==> src/rtl/frame_scan_ctrl.sv <==
// Raster address sequencer for one LCD frame of the Pong display.
// Window-setup handshake, then X/Y stepping on each accepted pixel.
module frame_scan_ctrl #(
  parameter int X_LAST = 239,
  parameter int Y_LAST = 319,
  parameter int X_W    = 8,
  parameter int Y_W    = 9
) (
  input  logic           clock,
  input  logic           reset,
  input  logic           start,
  input  logic           abort,
  output logic           win_req,
  input  logic           win_ack,
  output logic           pixel_valid,
  input  logic           pixel_ready,
  output logic [X_W-1:0] x_addr,
  output logic [Y_W-1:0] y_addr,
  output logic           line_start,
  output logic           frame_start,
  output logic           busy,
  output logic           frame_done
);

  typedef enum logic [1:0] {
    IDLE,
    WIN,
    SCAN,
    DONE
  } state_t;

  localparam logic [X_W-1:0] XL = X_W'(X_LAST);
  localparam logic [Y_W-1:0] YL = Y_W'(Y_LAST);

  state_t         state_q, state_d;
  logic [X_W-1:0] x_q, x_d;
  logic [Y_W-1:0] y_q, y_d;
  logic           win_q, win_d;
  logic           pv_q, pv_d;
  logic           busy_q, busy_d;
  logic           done_q, done_d;
  logic           xfer;

  assign xfer = pv_q & pixel_ready;

  always_ff @(posedge clock or posedge reset) begin
    if (reset) begin
      state_q <= IDLE;
      x_q     <= '0;
      y_q     <= '0;
      win_q   <= 1'b0;
      pv_q    <= 1'b0;
      busy_q  <= 1'b0;
      done_q  <= 1'b0;
    end else begin
      state_q <= state_d;
      x_q     <= x_d;
      y_q     <= y_d;
      win_q   <= win_d;
      pv_q    <= pv_d;
      busy_q  <= busy_d;
      done_q  <= done_d;
    end
  end

  always_comb begin
    state_d = state_q;
    x_d     = x_q;
    y_d     = y_q;
    win_d   = win_q;
    pv_d    = pv_q;
    busy_d  = busy_q;
    done_d  = 1'b0;
    unique case (state_q)
      IDLE: begin
        x_d = '0;
        y_d = '0;
        if (start && !abort) begin
          state_d = WIN;
          win_d   = 1'b1;
          busy_d  = 1'b1;
        end
      end
      WIN: begin
        if (abort) begin
          state_d = IDLE;
          win_d   = 1'b0;
          busy_d  = 1'b0;
        end else if (win_ack) begin
          state_d = SCAN;
          win_d   = 1'b0;
          pv_d    = 1'b1;
          x_d     = '0;
          y_d     = '0;
        end
      end
      SCAN: begin
        // abort outranks a transfer in the same cycle
        if (abort) begin
          state_d = IDLE;
          pv_d    = 1'b0;
          busy_d  = 1'b0;
          x_d     = '0;
          y_d     = '0;
        end else if (xfer) begin
          if (x_q != XL) begin
            x_d = x_q + X_W'(1);
          end else if (y_q != YL) begin
            x_d = '0;
            y_d = y_q + Y_W'(1);
          end else begin
            state_d = DONE;
            pv_d    = 1'b0;
            done_d  = 1'b1;
            x_d     = '0;
            y_d     = '0;
          end
        end
      end
      DONE: begin
        state_d = IDLE;
        busy_d  = 1'b0;
      end
      default: begin
        state_d = IDLE;
        win_d   = 1'b0;
        pv_d    = 1'b0;
        busy_d  = 1'b0;
        x_d     = '0;
        y_d     = '0;
      end
    endcase
  end

  assign win_req     = win_q;
  assign pixel_valid = pv_q;
  assign x_addr      = x_q;
  assign y_addr      = y_q;
  assign busy        = busy_q;
  assign frame_done  = done_q;
  assign line_start  = pv_q && (x_q == '0);
  assign frame_start = pv_q && (x_q == '0) && (y_q == '0);

endmodule

==> config.mk <==
export PLATFORM = sky130hd
export DESIGN_NAME = frame_scan_ctrl
export DESIGN_NICKNAME = d
export VERILOG_FILES = /design/src/rtl/frame_scan_ctrl.sv
export SDC_FILE = /design/constraint.sdc
export NUM_CORES = 1
export LEC_CHECK = 0
export CAP_MARGIN = 20
export CORE_AREA = 5 5 49 68
export CTS_CLUSTER_SIZE = 12
export DETAILED_ROUTE_END_ITERATION = 7
export DIE_AREA = 0 0 54 73
export GPL_TIMING_DRIVEN = 0
export PLACE_DENSITY_LB_ADDON = 0.3
export SYNTH_ARGS = -nofsm -noshare
export SYNTH_HDL_FRONTEND = slang
export SYNTH_SLANG_ARGS = --single-unit
==> constraint.sdc <==
create_clock -name clock -period 4.2 [get_ports clock]
set_input_delay 0.84 -clock clock [delete_from_list [all_inputs] [get_ports clock]]
set_output_delay 0.84 -clock clock [all_outputs]
set_load 0.01 [all_outputs]
==> flow_summary.yaml <==
yosys:
  ys_async_sr_fraction_pct: 100
  synth.distinct_cells: 38
  synth_nets: 162
  yosys_warnings: 0
  synth_edf_count: 0
  seq_area_frac_synth_pct: 42.3
  ys.flop_type: "dfrtp_1"
  synthesis.area_um2: 1360
  yosys_register_bits: 23
  synthCells: 149
  syn_avg_cell_area_um2: 9.13
finish:
  syn2layout_area_growth_pct: 27.4
  fin_cells: 218
  antenna_cells: 0
  fill_cells: 242
  drive_gt1_share_pct: 5.52
  final_nets: 195
route:
  avgRoutedWirePerCell_um: 14.8
  wl_um: 3230
  drt-pass1-iter-count: 4
  drcViolationCount: 0
  ant_nets: 0
  vias: 1235
  avgViaCountPerCell: 5.67
  drtIter0Drc: 48
place:
  dp_hpwl_um: 2490
  place_congestion: 0.807
  dp_cells: 214
  port_buffers: 28
power_and_ir_drop:
  power.density_nw_per_um2: 437
  ir_worst_vdd_mv: 0.299
  leakage_nw: 0.759
  power.total_mw: 0.757
sta:
  setup_violations: 0
  hold_viol_final: 0
  fin_crit_sh_pct: 76.1
  fin_setup_tns_ns: 0
  clock.fmax_mhz: 313
  slew_violations: 0
  fin_skew_ns: 0.000763
  grt_setup_unrepaired: "false"
  period_needed_ns: 3.19
  worst_slew_pin_slew_ns: 0.879
  relSlewSlack_pct: 41.3
floorplan:
  coreArea_um2: 2730
  dieArea_um2: 3940
  ios: 29
  rows: 23
  start_util_pct: 49.7
  die_h_um: 73
  die_w_um: 54
critical_path:
  reg2reg_slack_ns: 1.77
  worst-path-max-fanout: 6
  critPathBufInv: 1
  r2r_start: "state_q[0]"
  critPathMaxStageDelay_ns: 0.54
  reg2reg_depth: 9
  critPathKind: "reg -> out"
  cp-start-kind: "flip-flop"
  reg2reg_to: "y_addr[7]"
  cp.arrival_ns: 2.35
  crit_path_end_kind: "output pin"
  path_delay_family: "simple AND/OR/NAND/NOR gates"
  crit_slowest_cell: "clkdlybuf4s50_1"
  crit_chain: "or4_1 -> nor4_1 -> and3_1 -> clkdlybuf4s50_1"
  worstPathRequired_ns: 3.36
clock_tree:
  cts_made_buffers: 3
  cts_buffer_depth: 2
  ctsRootBufferMaster: "clkbuf_8"
  htreeDepth: 1
  clk_pin_slew_ns: 0.08
  post_cts_resized: 0
  cts.sinks: 23
  cts_tree: "yes"
  clock_latency_ns: 0.26
  post_cts_buffers: 0
  hold_buffers: 0
global_route:
  grt_max_degree: 24
  antenna_found_initial: 0
  track_usage_pct: 18.4
  grt_overflow: 0
  first_global_vias: 1200
  grt_pass1_wl_um: 5480
min_path:
  hold_class: "reg -> reg"
  worstHoldPathCells: 1
  hp-start: "y_addr[8]"
  min_to: "y_addr[8]"
status:
  status: "completed"
run:
  maxCapViolCount: 0
-- worst register-to-register path, delay by kind of cell, from the launching register on --
| kind | cells | cell delay (ns) |
|---|---|---|
| AND/OR/NAND/NOR | 3 | 0.76 |
| AO/OA/AOI/OAI | 2 | 0.54 |
| buffers and inverters | 3 | 0.41 |
| flip-flops | 1 | 0.38 |
| adder cells (fa/ha/maj) | 1 | 0.26 |
-- synth_stat cells, types with 3 or more instances --
master | number | share of area [%]
nor4_1 | 3 | 1.4
nand3_1 | 8 | 2.9
ha_1 | 7 | 6.4
nor2_1 | 12 | 3.3
o21ai_0 | 13 | 4.8
a31oi_1 | 3 | 1.4
o31ai_1 | 3 | 1.7
nand2b_1 | 4 | 1.8
dfrtp_1 | 23 | 42
inv_1 | 12 | 3.3
and3_1 | 5 | 2.3
a21oi_1 | 4 | 1.5
nor2b_1 | 3 | 1.4
nand2_1 | 12 | 3.3
nand4_1 | 3 | 1.4
xor2_1 | 5 | 3.2
-- metrics by stage --
stage,cell area [µm²],hold slack [ns],utilization [%],setup WS (ns)
global route,1730,0.559,63.4,0.936
CTS,1730,0.536,63.4,1.04
finish,1730,0.531,63.4,1.01
detailed placement,1690,0.524,61.7,1.16
floorplan,1360,0.500,-,1.72
global placement,1690,0.514,61.7,1.21
-- report_power, final --
part | internal, mW | switching [mW]
sequential | 0.247 | 0.0228
clock | 0.0663 | 0.0740
combinational | 0.150 | 0.197
-- state kept, by name, indices dropped and copies added (netlist names) --
| register | flops |
|---|---|
| y_addr | 9 |
| x_addr | 8 |
| busy | 1 |
| win_req | 1 |
| pixel_valid | 1 |
| frame_done | 1 |
| state_q | 2 |
-- logic make-up (layout without fill, tap and decap cells) --
group / count (synthesis) / in the layout / share of synthesized area, %
compound gates: 36 / 36 / 18.4
xor+xnor: 5 / 5 / 3.22
fa+ha+maj: 7 / 7 / 6.44
buf+inv: 17 / 49 / 5.70
flops: 23 / 23 / 42.3
mux: 1 / 1 / 0.736
simple gates: 60 / 60 / 23.2
-- layout make-up --
type | instances | area [µm²] | area share, %
multi-input combinational | 109 | 707 | 40.8
sequential | 23 | 576 | 33.2
timing repair buffer | 28 | 280 | 16.2
tap | 37 | 46.3 | 2.67
inverter | 12 | 45.0 | 2.60
clock buffer | 3 | 41.3 | 2.38
buffer | 5 | 32.5 | 1.88
clock inverter | 1 | 5.00 | 0.289
-- worst max path at each step --
| stage | cells after the start | endpoint | start | slack (ns) |
|---|---|---|---|---|
| after floorplan | 3 | frame_start | x_addr[3] | 1.72 |
| after global placement | 7 | y_addr[7] | abort | 1.21 |
| after detailed placement | 7 | y_addr[7] | abort | 1.16 |
| after CTS | 4 | frame_start | x_addr[3] | 1.04 |
| after global routing | 4 | frame_start | x_addr[3] | 0.94 |
| final | 4 | frame_start | x_addr[2] | 1.01 |
-- per-layer routing --
metal  up-vias  global-route usage [%]  part of all wire (%)
met5         -                       0                     0
met4         0                    7.20                   1.4
met3         8                    2.25                   5.5
met2        53                    30.6                    52
met1       574                    23.6                    41
li1        600                       -                     -
-- cell usage in the layout (no fill, tap or decap), drive strengths merged, types with 4 or more instances in the layout --
cell type	n
clkdlybuf4s50	28
dfrtp	23
o21ai	14
inv	12
nand2	12
nor2	12
nand3	8
ha	7
and3	5
xor2	5
nand2b	4
a21oi	4
clkbuf	4
buf	4
(Power assumes the default switching activity.)
